$ cat config.mk
export PLATFORM = sky130hd
export DESIGN_NAME = instruction_fetch_unit_flat
export DESIGN_NICKNAME = d
export VERILOG_FILES = /design/src/rtl/instruction_fetch_unit_if.sv /design/src/rtl/instruction_fetch_unit.sv /design/src/flat_wrapper.sv
export SDC_FILE = /design/constraint.sdc
export NUM_CORES = 1
export LEC_CHECK = 0
export ABC_AREA = 1
export BUFFER_PORTS_ARGS = -buffer_cell sky130_fd_sc_hd__buf_2
export CAP_MARGIN = 5
export CELL_PAD_IN_SITES_DETAIL_PLACEMENT = 1
export CELL_PAD_IN_SITES_GLOBAL_PLACEMENT = 1
export CORE_MARGIN = 4
export CORE_UTILIZATION = 35
export CTS_CLUSTER_DIAMETER = 150
export DETAILED_ROUTE_END_ITERATION = 10
export HOLD_SLACK_MARGIN = 0.1
export PLACE_DENSITY = 0.73
export SLEW_MARGIN = 10
export SYNTH_ARGS = -nofsm -noshare
export SYNTH_HDL_FRONTEND = slang
export SYNTH_SLANG_ARGS = --single-unit
export TNS_END_PERCENT = 5
$ cat constraint.sdc
create_clock -name clock -period 2.55 [get_ports clock]
set_clock_uncertainty 0.1 [all_clocks]
set_input_delay 0.3825 -clock clock [delete_from_list [all_inputs] [get_ports clock]]
set_output_delay 0.3825 -clock clock [all_outputs]
set_load 0.01 [all_outputs]
$ cat src/rtl/instruction_fetch_unit_if.sv
// Bundles the fetch unit's two buses: the read port to instruction_memory_mod
// and the opcode valid/ready handshake with the execute unit.
interface instruction_fetch_unit_if;
    logic [7:0] addr;
    logic [7:0] instruction;
    logic       z_flag;
    logic [7:0] opcode_out;
    logic       opcode_valid;
    logic       opcode_ready;

    modport master (
        output addr,
        output opcode_out,
        output opcode_valid,
        input  instruction,
        input  z_flag,
        input  opcode_ready
    );

    modport slave (
        input  addr,
        input  opcode_out,
        input  opcode_valid,
        output instruction,
        output z_flag,
        output opcode_ready
    );
endinterface

$ cat src/rtl/instruction_fetch_unit.sv
// Per-core fetch sequencer: owns the PC, hides the memory's one-cycle read latency,
// resolves END/JUMNZ locally and hands every other opcode to the execute unit.
module instruction_fetch_unit #(
    parameter logic [7:0] RESET_PC = 8'd0,
    parameter logic [7:0] OP_END   = 8'd38,
    parameter logic [7:0] OP_JUMNZ = 8'd40
) (
    input  logic                       clock,
    input  logic                       reset,
    input  logic                       start,
    instruction_fetch_unit_if.master   bus,
    output logic [7:0]                 pc_out,
    output logic                       busy,
    output logic                       halted
);

    typedef enum logic [2:0] {
        S_IDLE,
        S_FETCH,
        S_DECODE,
        S_ISSUE,
        S_JWAIT,
        S_JUMP,
        S_HALT
    } state_t;

    state_t     state_q, state_d;
    logic [7:0] pc_q, pc_d;
    logic [7:0] addr_q, addr_d;
    logic [7:0] opcode_q, opcode_d;
    logic       valid_q, valid_d;

    logic [7:0] pc_plus1;
    logic [7:0] pc_plus2;

    // 8-bit adders wrap naturally, giving modulo-256 PC arithmetic.
    assign pc_plus1 = pc_q + 8'd1;
    assign pc_plus2 = pc_q + 8'd2;

    always_ff @(posedge clock or posedge reset) begin
        if (reset) begin
            state_q  <= S_IDLE;
            pc_q     <= RESET_PC;
            addr_q   <= RESET_PC;
            opcode_q <= 8'd0;
            valid_q  <= 1'b0;
        end else begin
            state_q  <= state_d;
            pc_q     <= pc_d;
            addr_q   <= addr_d;
            opcode_q <= opcode_d;
            valid_q  <= valid_d;
        end
    end

    always_comb begin
        state_d  = state_q;
        pc_d     = pc_q;
        addr_d   = addr_q;
        opcode_d = opcode_q;
        valid_d  = valid_q;

        case (state_q)
            S_IDLE, S_HALT: begin
                if (start) begin
                    pc_d    = RESET_PC;
                    addr_d  = RESET_PC;
                    state_d = S_FETCH;
                end
            end

            S_FETCH: begin
                state_d = S_DECODE;
            end

            S_DECODE: begin
                if (bus.instruction == OP_END) begin
                    if (bus.z_flag) begin
                        state_d = S_HALT;
                    end else begin
                        pc_d    = pc_plus1;
                        addr_d  = pc_plus1;
                        state_d = S_FETCH;
                    end
                end else if (bus.instruction == OP_JUMNZ) begin
                    // PC stays on the JUMNZ; only the read address moves to the operand.
                    addr_d  = pc_plus1;
                    state_d = S_JWAIT;
                end else begin
                    opcode_d = bus.instruction;
                    valid_d  = 1'b1;
                    state_d  = S_ISSUE;
                end
            end

            S_ISSUE: begin
                if (valid_q && bus.opcode_ready) begin
                    valid_d = 1'b0;
                    pc_d    = pc_plus1;
                    addr_d  = pc_plus1;
                    state_d = S_FETCH;
                end
            end

            S_JWAIT: begin
                state_d = S_JUMP;
            end

            S_JUMP: begin
                // The operand byte is consumed here and never decoded as an opcode.
                if (!bus.z_flag) begin
                    pc_d   = bus.instruction;
                    addr_d = bus.instruction;
                end else begin
                    pc_d   = pc_plus2;
                    addr_d = pc_plus2;
                end
                state_d = S_FETCH;
            end

            default: begin
                state_d = S_IDLE;
            end
        endcase
    end

    assign bus.addr         = addr_q;
    assign bus.opcode_out   = opcode_q;
    assign bus.opcode_valid = valid_q;
    assign pc_out           = pc_q;
    assign busy             = (state_q != S_IDLE) && (state_q != S_HALT);
    assign halted           = (state_q == S_HALT);

endmodule

$ cat src/flat_wrapper.sv
// flat-port wrapper written by rule: the top's interface ports become plain ports
module instruction_fetch_unit_flat 
#(
    parameter logic [7:0] RESET_PC = 8'd0,
    parameter logic [7:0] OP_END   = 8'd38,
    parameter logic [7:0] OP_JUMNZ = 8'd40
)
  (clock, reset, start, pc_out, busy, halted, bus_addr, bus_opcode_out, bus_opcode_valid, bus_instruction, bus_z_flag, bus_opcode_ready);
  instruction_fetch_unit_if bus_i ();
  input  logic clock;
  input  logic reset;
  input  logic start;
  output logic [7:0] pc_out;
  output logic busy;
  output logic halted;
  output wire logic [$bits(bus_i.addr)-1:0] bus_addr;
  output wire logic [$bits(bus_i.opcode_out)-1:0] bus_opcode_out;
  output wire logic [$bits(bus_i.opcode_valid)-1:0] bus_opcode_valid;
  input wire logic [$bits(bus_i.instruction)-1:0] bus_instruction;
  input wire logic [$bits(bus_i.z_flag)-1:0] bus_z_flag;
  input wire logic [$bits(bus_i.opcode_ready)-1:0] bus_opcode_ready;
  assign bus_addr = bus_i.addr;
  assign bus_opcode_out = bus_i.opcode_out;
  assign bus_opcode_valid = bus_i.opcode_valid;
  assign bus_i.instruction = bus_instruction;
  assign bus_i.z_flag = bus_z_flag;
  assign bus_i.opcode_ready = bus_opcode_ready;
  instruction_fetch_unit #(.RESET_PC(RESET_PC), .OP_END(OP_END), .OP_JUMNZ(OP_JUMNZ)) u_core (.clock(clock), .reset(reset), .start(start), .bus(bus_i), .pc_out(pc_out), .busy(busy), .halted(halted));
endmodule
==> results_dict.tcl <==
set metrics [dict create \
    pin_count_of_the_biggest_net_entering_global_routing 29 \
    async_reset_ff_share_pct 100 \
    ctsRootBufferMaster "sky130_fd_sc_hd__clkbuf_8" \
    numCtsBuffers 3 \
    routability_driven_placement_congestion_ratio 0.794 \
    finalSetupTns_ns 0 \
    post_synth_inst_count 245 \
    numClockSinks 28 \
    cts_tree "done" \
    synth.cell_area_um2 1780 \
    r2r_setup_slack_ns 0.63 \
    slowest_delay_ns 0.49 \
    p_per_area_nw_per_um2 398 \
    synth_ff_type "sky130_fd_sc_hd__dfrtp_1" \
    synth-compound-area-share_pct 11.2 \
    slew_viol_final 0 \
    clk_transition_reported_paths_ns 0.10 \
    path_buf_inv 1 \
    worstPathRequired_ns 2.61 \
    route.detailed.wl_per_inst_um 13.1 \
    post-route-min-period_ns 1.92 \
    hold_slack_ns 0.266 \
    synth-simple-area-share_pct 37.0 \
    num-nets-final 302 \
    viasPerCell 4.73 \
    register_area_share_after_synthesis_pct 39.3 \
    antenna_found_initial 0 \
    yosys.cell_types.count 27 \
    die_width_um 79.4 \
    setup.worst_path.end_class "flip-flop" \
    start_util_pct 37.0 \
    max_cap_viol_count 0 \
    timing.setup.critical_path_class "reg2reg" \
    detail_route.first_pass.iterations 4 \
    yosys.area_share.adder_pct 2.11 \
    synth_xor_xnor_area_share_pct 1.47 \
    via_count_of_the_first_global_routing_pass 1657 \
    dpl_worst_slack_ns 0.533 \
    final-hold-violation-count 0 \
    global_route.usage.total_pct 16.0 \
    floorplan.die_area_um2 6300 \
    layout-area-overhead-vs-synth_pct 18.4 \
    total_power_mw 0.841 \
    cp_top_family "simple AND/OR/NAND/NOR gates" \
    layout_cells_sized_above_1_pct 29.5 \
    ioPinCount 40 \
    syn_area_per_cell_um2 7.28 \
    antenna_cells_inserted 0 \
    worst_skew_pair.late_latency_ns 0.28 \
    critical_path.cell_chain "inv_2 -> nand3_2 -> nand2_2 -> nor2_2 -> nor2_2 -> nand2_1 -> nand2_1 -> o21ai_2" \
    first_pass_grt_wire_length_um 8030 \
    syn_nets 261 \
    post_route_ant_nets 0 \
    cp.arrival_ns 1.98 \
    ir_worst_vdd_mv 0.180 \
    synth.top_cell.area_share_pct 39.3 \
    yosys_register_bits 28 \
    cp_max_fo 12 \
    power.static_leakage_nw 1.15 \
    yosysWarnings 0 \
    detail_route.drc_violations 0 \
    yosys.cell_count.top_type "sky130_fd_sc_hd__nand2_1" \
    yosys.area.top_type "sky130_fd_sc_hd__dfrtp_1" \
    synth.area.top_cells "sky130_fd_sc_hd__dfrtp_1, sky130_fd_sc_hd__nand2_1, sky130_fd_sc_hd__nand3_1" \
    hold_path_class "in2reg" \
    post_synth_top_cells "sky130_fd_sc_hd__nand2_1, sky130_fd_sc_hd__dfrtp_1, sky130_fd_sc_hd__inv_1" \
    die_h_um 79.4 \
    drtIter0Drc 56 \
    highest_delay_cell_along_the_critical_path "sky130_fd_sc_hd__dfrtp_1" \
    synth_top_family_by_area "simple AND/OR/NAND/NOR gates" \
    synth_enable_flop_cells 0 \
    synth.mux.area_fraction_pct 0 \
    timing_worst_slew_pin_value_ns 0.566 \
    run_status "completed" \
    wl_um 4620 \
    clock_tree.buffer_depth 2 \
    clock_tree.htree_level_count 1 \
    maxClockFrequency_mhz 522 \
    relSlewSlack_pct 62.2 \
    final_critical_path_setup_slack_ns 0.633 \
    globalRoute.totalOverflow 0 \
    grt_setup_unrepaired "no" \
    dr_total_vias 1665 \
    fp.coreArea_um2 4820 \
    floorplan.rows 25 \
    ctsResizeCount 0 \
    min_period_over_period_pct 75.2 \
    startpoint_type "flip-flop" \
    finalSetupViolCount 0 \
    count_of_input_and_output_buffers 39 \
    detailedPlacementHpwl_um 3710 \
]
-- state kept, by name (all words and copies together) (netlist names) --
signal / flops
u_core.bus.addr: 8
u_core.bus.opcode_out: 8
u_core.bus.opcode_valid: 1
u_core.pc_out: 8
u_core.state_q: 3
-- layout make-up --
class,instances,area [um^2]
Sequential cell,28,701
Multi-Input combinational cell,181,922
Inverter,30,113
Tap cell,67,83.8
Clock buffer,3,41.3
Timing Repair Buffer,42,220
Fill cell,659,2710
Clock inverter,1,30.0
-- worst min-delay path: stages --
cell and delay (ns):
sky130_fd_sc_hd__buf_2 0.07, sky130_fd_sc_hd__inv_1 0.05, sky130_fd_sc_hd__nand2_1 0.06, sky130_fd_sc_hd__nand2_1 0.04
-- path summary, 6_finish.rpt --
path	from	to	cells past startpoint
max in group asynchronous	reset	u_core.bus.opcode_out[3]	4
hold / removal	start	u_core.state_q[2]	4
setup reg to reg	u_core.state_q[1]	u_core.bus.addr[3]	8
setup / recovery	u_core.state_q[1]	u_core.bus.addr[3]	8
min in group asynchronous	reset	u_core.bus.addr[1]	4
hold reg to reg	u_core.bus.opcode_out[5]	u_core.bus.opcode_out[5]	2
-- kinds of logic after synthesis --
family	Yosys count
compound gates	32
xor+xnor	3
flops	28
buf+inv	36
simple gates	143
fa+ha+maj	3
-- metrics by stage --
step	cells	utilization, %	cell area (um^2)
finish	352	43.8	2110
global route	352	43.8	2110
CTS	352	43.8	2110
detailed placement	347	42.1	2030
global placement	347	42.1	2030
floorplan	245	-	1780
-- routing by layer --
| metal | GRT usage (%) | part of all wire (%) | vias to the layer above |
|---|---|---|---|
| met5 | 0 | 0 | - |
| met4 | 4.12 | 0.58 | 0 |
| met3 | 2.14 | 3.0 | 2 |
| met2 | 24.9 | 45 | 29 |
| met1 | 23.4 | 51 | 773 |
| li1 | - | - | 861 |
-- cells in the final DEF (no fill, tap or decap) --
| cell type | n |
|---|---|
| sky130_fd_sc_hd__nand3_1 | 22 |
| sky130_fd_sc_hd__a22oi_1 | 2 |
| sky130_fd_sc_hd__clkinv_1 | 1 |
| sky130_fd_sc_hd__a21oi_1 | 6 |
| sky130_fd_sc_hd__nand2_2 | 17 |
| sky130_fd_sc_hd__o21ai_1 | 1 |
| sky130_fd_sc_hd__bufinv_16 | 1 |
| sky130_fd_sc_hd__o21ai_2 | 8 |
| sky130_fd_sc_hd__buf_2 | 39 |
| sky130_fd_sc_hd__dfrtp_1 | 28 |
| sky130_fd_sc_hd__nor3_1 | 2 |
| sky130_fd_sc_hd__nor2_2 | 3 |
| sky130_fd_sc_hd__nand2_1 | 81 |
| sky130_fd_sc_hd__nand3_4 | 1 |
| sky130_fd_sc_hd__ha_1 | 3 |
| sky130_fd_sc_hd__a31oi_1 | 1 |
| sky130_fd_sc_hd__clkbuf_8 | 3 |
| sky130_fd_sc_hd__inv_1 | 23 |
| sky130_fd_sc_hd__nor2_1 | 10 |
| sky130_fd_sc_hd__dlygate4sd3_1 | 1 |
| sky130_fd_sc_hd__xor2_1 | 2 |
| sky130_fd_sc_hd__o211ai_1 | 1 |
| sky130_fd_sc_hd__o21ai_0 | 13 |
| sky130_fd_sc_hd__buf_4 | 2 |
| sky130_fd_sc_hd__or2_2 | 1 |
| sky130_fd_sc_hd__nand4_1 | 3 |
| sky130_fd_sc_hd__xnor2_1 | 1 |
| sky130_fd_sc_hd__inv_2 | 6 |
| sky130_fd_sc_hd__nand3_2 | 3 |
-- what timing repair did --
item,CTS,global route
endpoints found under the setup margin,0,0
hold endpoints to repair,28,0
hold buffers,1,0
buffers inserted,0,0
-- power by group --
part           switching, mW  total (mW)  internal, mW
combinational         0.0279      0.0414        0.0135
sequential                 0       0.444         0.444
clock                  0.145       0.356         0.210
(Power assumes the default switching activity.)
